File: config.mk
export PLATFORM = sky130hd
export DESIGN_NAME = pc_gen
export DESIGN_NICKNAME = d
export VERILOG_FILES = /design/src/rtl/gpu_pkg.sv /design/src/rtl/pc_target_calc.sv /design/src/rtl/pc_gen.sv
export SDC_FILE = /design/constraint.sdc
export NUM_CORES = 1
export LEC_CHECK = 0
export ABC_AREA = 1
export BUFFER_PORTS_ARGS = -buffer_cell sky130_fd_sc_hd__buf_2
export CAP_MARGIN = 40
export CORE_ASPECT_RATIO = 1.2
export CORE_MARGIN = 4
export CORE_UTILIZATION = 45
export DETAILED_ROUTE_END_ITERATION = 10
export PLACE_DENSITY = 0.75
export SLEW_MARGIN = 30
export SYNTH_ARGS = -nofsm -noshare
export SYNTH_HDL_FRONTEND = slang
export SYNTH_SLANG_ARGS = --single-unit
File: constraint.sdc
create_clock -name sys_clk -period 4.8 [get_ports sys_clk]
set_input_delay 0.96 -clock sys_clk [delete_from_list [all_inputs] [get_ports sys_clk]]
set_output_delay 0.96 -clock sys_clk [all_outputs]
set_load 0.01 [all_outputs]
File: src/rtl/gpu_pkg.sv
// Shared types and helpers for the instruction-pipe program counter.
package gpu_pkg;

    typedef enum logic [1:0] {
        ST_STOP = 2'd0,
        ST_RUN  = 2'd1,
        ST_SLOT = 2'd2
    } pc_state_e;

    localparam logic [31:0] INS_BYTES   = 32'd2;
    localparam logic [31:0] MOVEI_BYTES = 32'd6;

    // JR offsets count 16-bit words; widen to a signed byte offset.
    function automatic logic [31:0] sext5_word(input logic [4:0] offset);
        return {{26{offset[4]}}, offset, 1'b0};
    endfunction

endpackage

File: src/rtl/pc_target_calc.sv
// Combinational candidate next-PC values: sequential, branch-slot, JR target, vector.
module pc_target_calc
    import gpu_pkg::*;
#(
    parameter logic [31:0] INT_BASE        = 32'h00F03000,
    parameter int          INT_STRIDE_LOG2 = 4
) (
    input  logic [31:0] pc_i,
    input  logic        ins_imm_i,
    input  logic [4:0]  jr_offset_i,
    input  logic [2:0]  int_num_i,
    output logic [31:0] seq_pc_o,
    output logic [31:0] slot_pc_o,
    output logic [31:0] jr_target_o,
    output logic [31:0] vec_pc_o
);

    logic [31:0] vec_raw;

    always_comb begin
        seq_pc_o    = pc_i + (ins_imm_i ? MOVEI_BYTES : INS_BYTES);
        slot_pc_o   = pc_i + INS_BYTES;
        jr_target_o = (slot_pc_o + sext5_word(jr_offset_i)) & ~32'd1;
        vec_raw     = INT_BASE + ({29'd0, int_num_i} << INT_STRIDE_LOG2);
        vec_pc_o    = vec_raw & ~32'd1;
    end

endmodule

File: src/rtl/pc_gen.sv
// Program-counter generator: sequential advance, one-slot delayed JR/JUMP,
// interrupt vectoring, and host PC loads while stopped.
module pc_gen
    import gpu_pkg::*;
#(
    parameter logic [31:0] RESET_PC        = 32'h00F03000,
    parameter logic [31:0] INT_BASE        = 32'h00F03000,
    parameter int          INT_STRIDE_LOG2 = 4
) (
    input  logic        sys_clk,
    input  logic        reset,
    input  logic        go,
    input  logic        pc_wr,
    input  logic [31:0] pc_wdata,
    input  logic        ins_advance,
    input  logic        ins_imm,
    input  logic        jr_take,
    input  logic [4:0]  jr_offset,
    input  logic        jump_take,
    input  logic [31:0] jump_addr,
    input  logic        int_req,
    input  logic [2:0]  int_num,
    output logic [31:0] program_count,
    output logic        running,
    output logic [31:0] ret_pc,
    output logic        int_ack,
    output logic        slot_err
);

    pc_state_e   state_q, state_d;
    logic [31:0] pc_q, pc_d;
    logic [31:0] target_q, target_d;
    logic [31:0] ret_pc_q, ret_pc_d;
    logic        int_ack_q, int_ack_d;
    logic        slot_err_q, slot_err_d;
    logic        running_q, running_d;

    logic [31:0] seq_pc, slot_pc, jr_target, vec_pc;

    pc_target_calc #(
        .INT_BASE        (INT_BASE),
        .INT_STRIDE_LOG2 (INT_STRIDE_LOG2)
    ) u_calc (
        .pc_i        (pc_q),
        .ins_imm_i   (ins_imm),
        .jr_offset_i (jr_offset),
        .int_num_i   (int_num),
        .seq_pc_o    (seq_pc),
        .slot_pc_o   (slot_pc),
        .jr_target_o (jr_target),
        .vec_pc_o    (vec_pc)
    );

    always_comb begin
        state_d    = state_q;
        pc_d       = pc_q;
        target_d   = target_q;
        ret_pc_d   = ret_pc_q;
        int_ack_d  = 1'b0;
        slot_err_d = 1'b0;

        case (state_q)
            ST_STOP: begin
                if (pc_wr) begin
                    pc_d = {pc_wdata[31:1], 1'b0};
                end
                if (go) begin
                    state_d = ST_RUN;
                end
            end
            ST_RUN: begin
                if (!go) begin
                    state_d  = ST_STOP;
                    target_d = '0;
                end else if (ins_advance) begin
                    if (jump_take) begin
                        target_d = {jump_addr[31:1], 1'b0};
                        pc_d     = slot_pc;
                        state_d  = ST_SLOT;
                    end else if (jr_take) begin
                        target_d = jr_target;
                        pc_d     = slot_pc;
                        state_d  = ST_SLOT;
                    end else if (int_req) begin
                        ret_pc_d  = seq_pc;
                        pc_d      = vec_pc;
                        int_ack_d = 1'b1;
                    end else begin
                        pc_d = seq_pc;
                    end
                end
            end
            ST_SLOT: begin
                if (!go) begin
                    state_d  = ST_STOP;
                    target_d = '0;
                end else if (ins_advance) begin
                    // Branches in the slot are dropped; interrupts wait for RUN.
                    pc_d       = target_q;
                    state_d    = ST_RUN;
                    slot_err_d = jr_take | jump_take;
                end
            end
            default: begin
                state_d = ST_STOP;
            end
        endcase

        running_d = (state_d != ST_STOP);
    end

    always_ff @(posedge sys_clk) begin
        if (reset) begin
            state_q    <= ST_STOP;
            pc_q       <= RESET_PC;
            target_q   <= '0;
            ret_pc_q   <= '0;
            int_ack_q  <= 1'b0;
            slot_err_q <= 1'b0;
            running_q  <= 1'b0;
        end else begin
            state_q    <= state_d;
            pc_q       <= pc_d;
            target_q   <= target_d;
            ret_pc_q   <= ret_pc_d;
            int_ack_q  <= int_ack_d;
            slot_err_q <= slot_err_d;
            running_q  <= running_d;
        end
    end

    assign program_count = pc_q;
    assign running       = running_q;
    assign ret_pc        = ret_pc_q;
    assign int_ack       = int_ack_q;
    assign slot_err      = slot_err_q;

endmodule

==> impl_metrics.yaml <==
sta:
  maxSlewViolCount: 0
  finalWorstSetupSlack_ns: 1.09
  fin_skew_ns: 0.0131
  finalCritPeriodShare_pct: 77.2
  slew_headroom_pct: 48.2
  finalHoldViolCount: 0
  setup_tns_ns: 0
  rsz0062_at_grt: "no"
  worstMarginPinSlew_ns: 0.777
  min_period_ns: 3.71
  setup_viol: 0
  fmax_mhz: 270
route:
  maxUsedRoutingLayer: "met4"
  drtPass1Iterations: 5
  m1WireLength_um: 13000
  vias: 9708
  drc: 0
  via_per_inst: 5.19
  ant_nets: 0
  drt_iter0_drc: 762
  wl_per_cell_um: 15.9
  wl_met2_um: 14400
  routed_wl_um: 29700
  dr_wl_met3_um: 1580
logic_synthesis:
  postSynthAreaPerCell_um2: 5.82
  synthArstFlopShare_pct: 0
  ys.flop_type: "dfxtp_1"
  synth_cells: 1501
  ys_seq_elements: 98
  synth_edf_count: 0
  yosysWarnings: 0
  netlist_area_um2: 8740
  synthDistinctLibCells: 43
  synth_seq_area_share_pct: 22.4
power:
  p_leak_uw: 0.00505
  p_sw_uw: 964
  p_comb_share_pct: 34.8
  fin_total_pwr_uw: 2500
  switching_share_pct: 38.5
  p_seq_share_pct: 36.9
  peakVddDrop_v: 0.000158
  pwr-share-clk_pct: 28.3
  p_per_area_nw_per_um2: 253
  p_int_uw: 1540
die:
  die_area_um2: 21700
  core-area_um2: 19000
  die_h_um: 161
  chipWidth_um: 135
  fp-row-count: 55
  ios: 148
  initial_utilization_pct: 46.0
clocking:
  cts_buffer_depth: 2
  ctsResizeCount: 0
  htreeDepth: 3
  root_buffer: "clkbuf_16"
  clk_pin_slew_ns: 0.07
  cts.sinks: 98
  ctsHoldBuffers: 0
  clkLatencyLatePin_ns: 0.35
  postCtsSetupBuffers: 0
  cts_buffers: 9
  cts_tree: "built"
cells_and_area:
  drive_gt1_share_pct: 13.5
  n_antenna_cell: 0
  postLayoutCellArea_um2: 9900
  nNetsFinal: 1739
  syn_to_final_growth_pct: 13.3
  fin_util_pct: 52.1
place:
  placed_cell_area_um2: 9590
  port_buffers: 143
  place_ws_ns: 1.09
  dp_hpwl_um: 23700
  gp_congestion: 0.988
worst_setup_path:
  critical_path_class: "reg -> reg"
  r2r_slack_ns: 1.09
  endpoint_kind: "flop"
  arrival_ns: 3.90
  startpoint_type: "flop"
  crit_required_ns: 5.00
  rr_worst_depth: 20
  reg2reg_from: "program_count[1]"
  r2r-end: "target_q[20]"
  cp_max_fo: 11
global_routing:
  grt_pass1_vias: 9027
  grt_pass1_wl_um: 47000
  grt_max_degree: 64
  grt_util_all_layers_pct: 27.1
  grt_overflow_total: 0
  antenna_found_initial: 0
min_path:
  hp-class: "reg -> reg"
  hold_end: "target_q[21]"
  worstHoldStart: "target_q[21]"
  hold_depth: 2
run:
  cap_violations: 0
outcome:
  outcome: "completed"
## metrics by stage
| step | hold WS (ns) | std cells |
|---|---|---|
| CTS | 0.469 | 1870 |
| global route | 0.495 | 1872 |
| detailed placement | 0.460 | 1854 |
| finish | 0.470 | 1872 |
| global placement | 0.454 | 1853 |
| floorplan | 0.430 | 1502 |
## per-layer routing
metal | global-route usage [%] | vias to the layer above
met1 | 36.0 | 4365
li1 | - | 4990
met3 | 3.45 | 43
met5 | 0 | -
met4 | 8.02 | 0
met2 | 45.9 | 310
## power by group through the flow
stage	logic [uW]	registers [uW]	clock network, uW
finish	871	923	708
global route	988	928	749
CTS	859	920	717
detailed placement	854	939	0
global placement	845	939	0
floorplan	601	930	0
## critical path, cell delays in order (launching register included)
cell     delay, ns
dfxtp_1       0.62
ha_1          0.33
inv_1         0.12
nor2_4        0.20
nand2_1       0.18
nor2_2        0.23
xor2_1        0.22
inv_1         0.12
ha_1          0.32
nand2_1       0.08
nand2_1       0.07
nand2_1       0.06
nand3_1       0.10
nand2_1       0.08
nand2_1       0.09
inv_1         0.07
nand3_1       0.13
nand2_1       0.09
nand2_1       0.04
o21ai_0       0.30
a21oi_1       0.11
## state kept, by name, summed over array words and instances, names as in the netlist
| name | cells |
|---|---|
| slot_err | 1 |
| program_count | 31 |
| target_q | 31 |
| int_ack | 1 |
| ret_pc | 31 |
| running | 1 |
| state_q | 2 |
## synthesized netlist by cell type (2+ instances only)
| library cell | count | area (um^2) |
|---|---|---|
| a211oi_1 | 2 | 15.0 |
| a21o_1 | 3 | 22.5 |
| a21oi_1 | 128 | 641 |
| and2_1 | 15 | 93.8 |
| buf_2 | 18 | 90.1 |
| buf_4 | 5 | 37.5 |
| buf_6 | 4 | 45.0 |
| clkbuf_1 | 30 | 113 |
| clkinv_1 | 2 | 7.51 |
| dfxtp_1 | 98 | 1960 |
| fa_1 | 2 | 40.0 |
| ha_1 | 45 | 563 |
| inv_1 | 169 | 634 |
| nand2_1 | 478 | 1790 |
| nand2_2 | 9 | 56.3 |
| nand3_1 | 100 | 500 |
| nand4_1 | 10 | 62.6 |
| nor2_1 | 177 | 664 |
| nor2_2 | 17 | 106 |
| nor2_4 | 6 | 67.6 |
| nor3_1 | 10 | 50.1 |
| nor4_1 | 2 | 12.5 |
| o211ai_1 | 24 | 180 |
| o21ai_0 | 64 | 320 |
| o21ai_1 | 9 | 45.0 |
| o21bai_1 | 9 | 67.6 |
| o22ai_1 | 3 | 18.8 |
| or2_1 | 2 | 12.5 |
| or2_2 | 4 | 25.0 |
| xnor2_1 | 8 | 70.1 |
| xor2_1 | 36 | 315 |
## cell families (layout without fill, tap and decap cells)
| family | after synthesis | count (layout) | synth area share [%] |
|---|---|---|---|
| and+or+nand+nor | 835 | 835 | 40.1 |
| AOI/OAI and AO/OA | 245 | 245 | 15.3 |
| buffers and inverters | 231 | 345 | 10.8 |
| DFF | 98 | 98 | 22.4 |
| adders and majority gates | 47 | 47 | 6.90 |
| xor gates and xnor gates | 44 | 44 | 4.41 |
| other | 1 | 2 | 0.0429 |
## cell usage in the layout (no fill, tap or decap), types with 24 or more instances in the layout
master	instances
nand3_1	100
ha_1	45
a21oi_1	128
inv_1	169
o21ai_0	64
buf_2	143
o211ai_1	24
nand2_1	478
dfxtp_1	98
xor2_1	36
nor2_1	177
## worst max path at each step
stage	start	to	slack, ns	cells after the start
global route	program_count[1]	target_q[20]	0.74	20
finish	program_count[1]	target_q[20]	1.09	20
floorplan	program_count[2]	target_q[27]	2.01	20
detailed placement	program_count[1]	target_q[20]	1.09	20
CTS	program_count[1]	target_q[20]	1.06	20
global placement	program_count[1]	target_q[20]	1.08	20
## cell type report
type / count / area [um^2]
Clock buffer: 11 / 253
Clock inverter: 5 / 37.5
Fill cell: 2018 / 9090
Inverter: 173 / 654
Multi-Input combinational cell: 1173 / 5850
Sequential cell: 98 / 1960
Tap cell: 256 / 320
Timing Repair Buffer: 156 / 832
No activity file was read; power rests on OpenSTA's default activity.
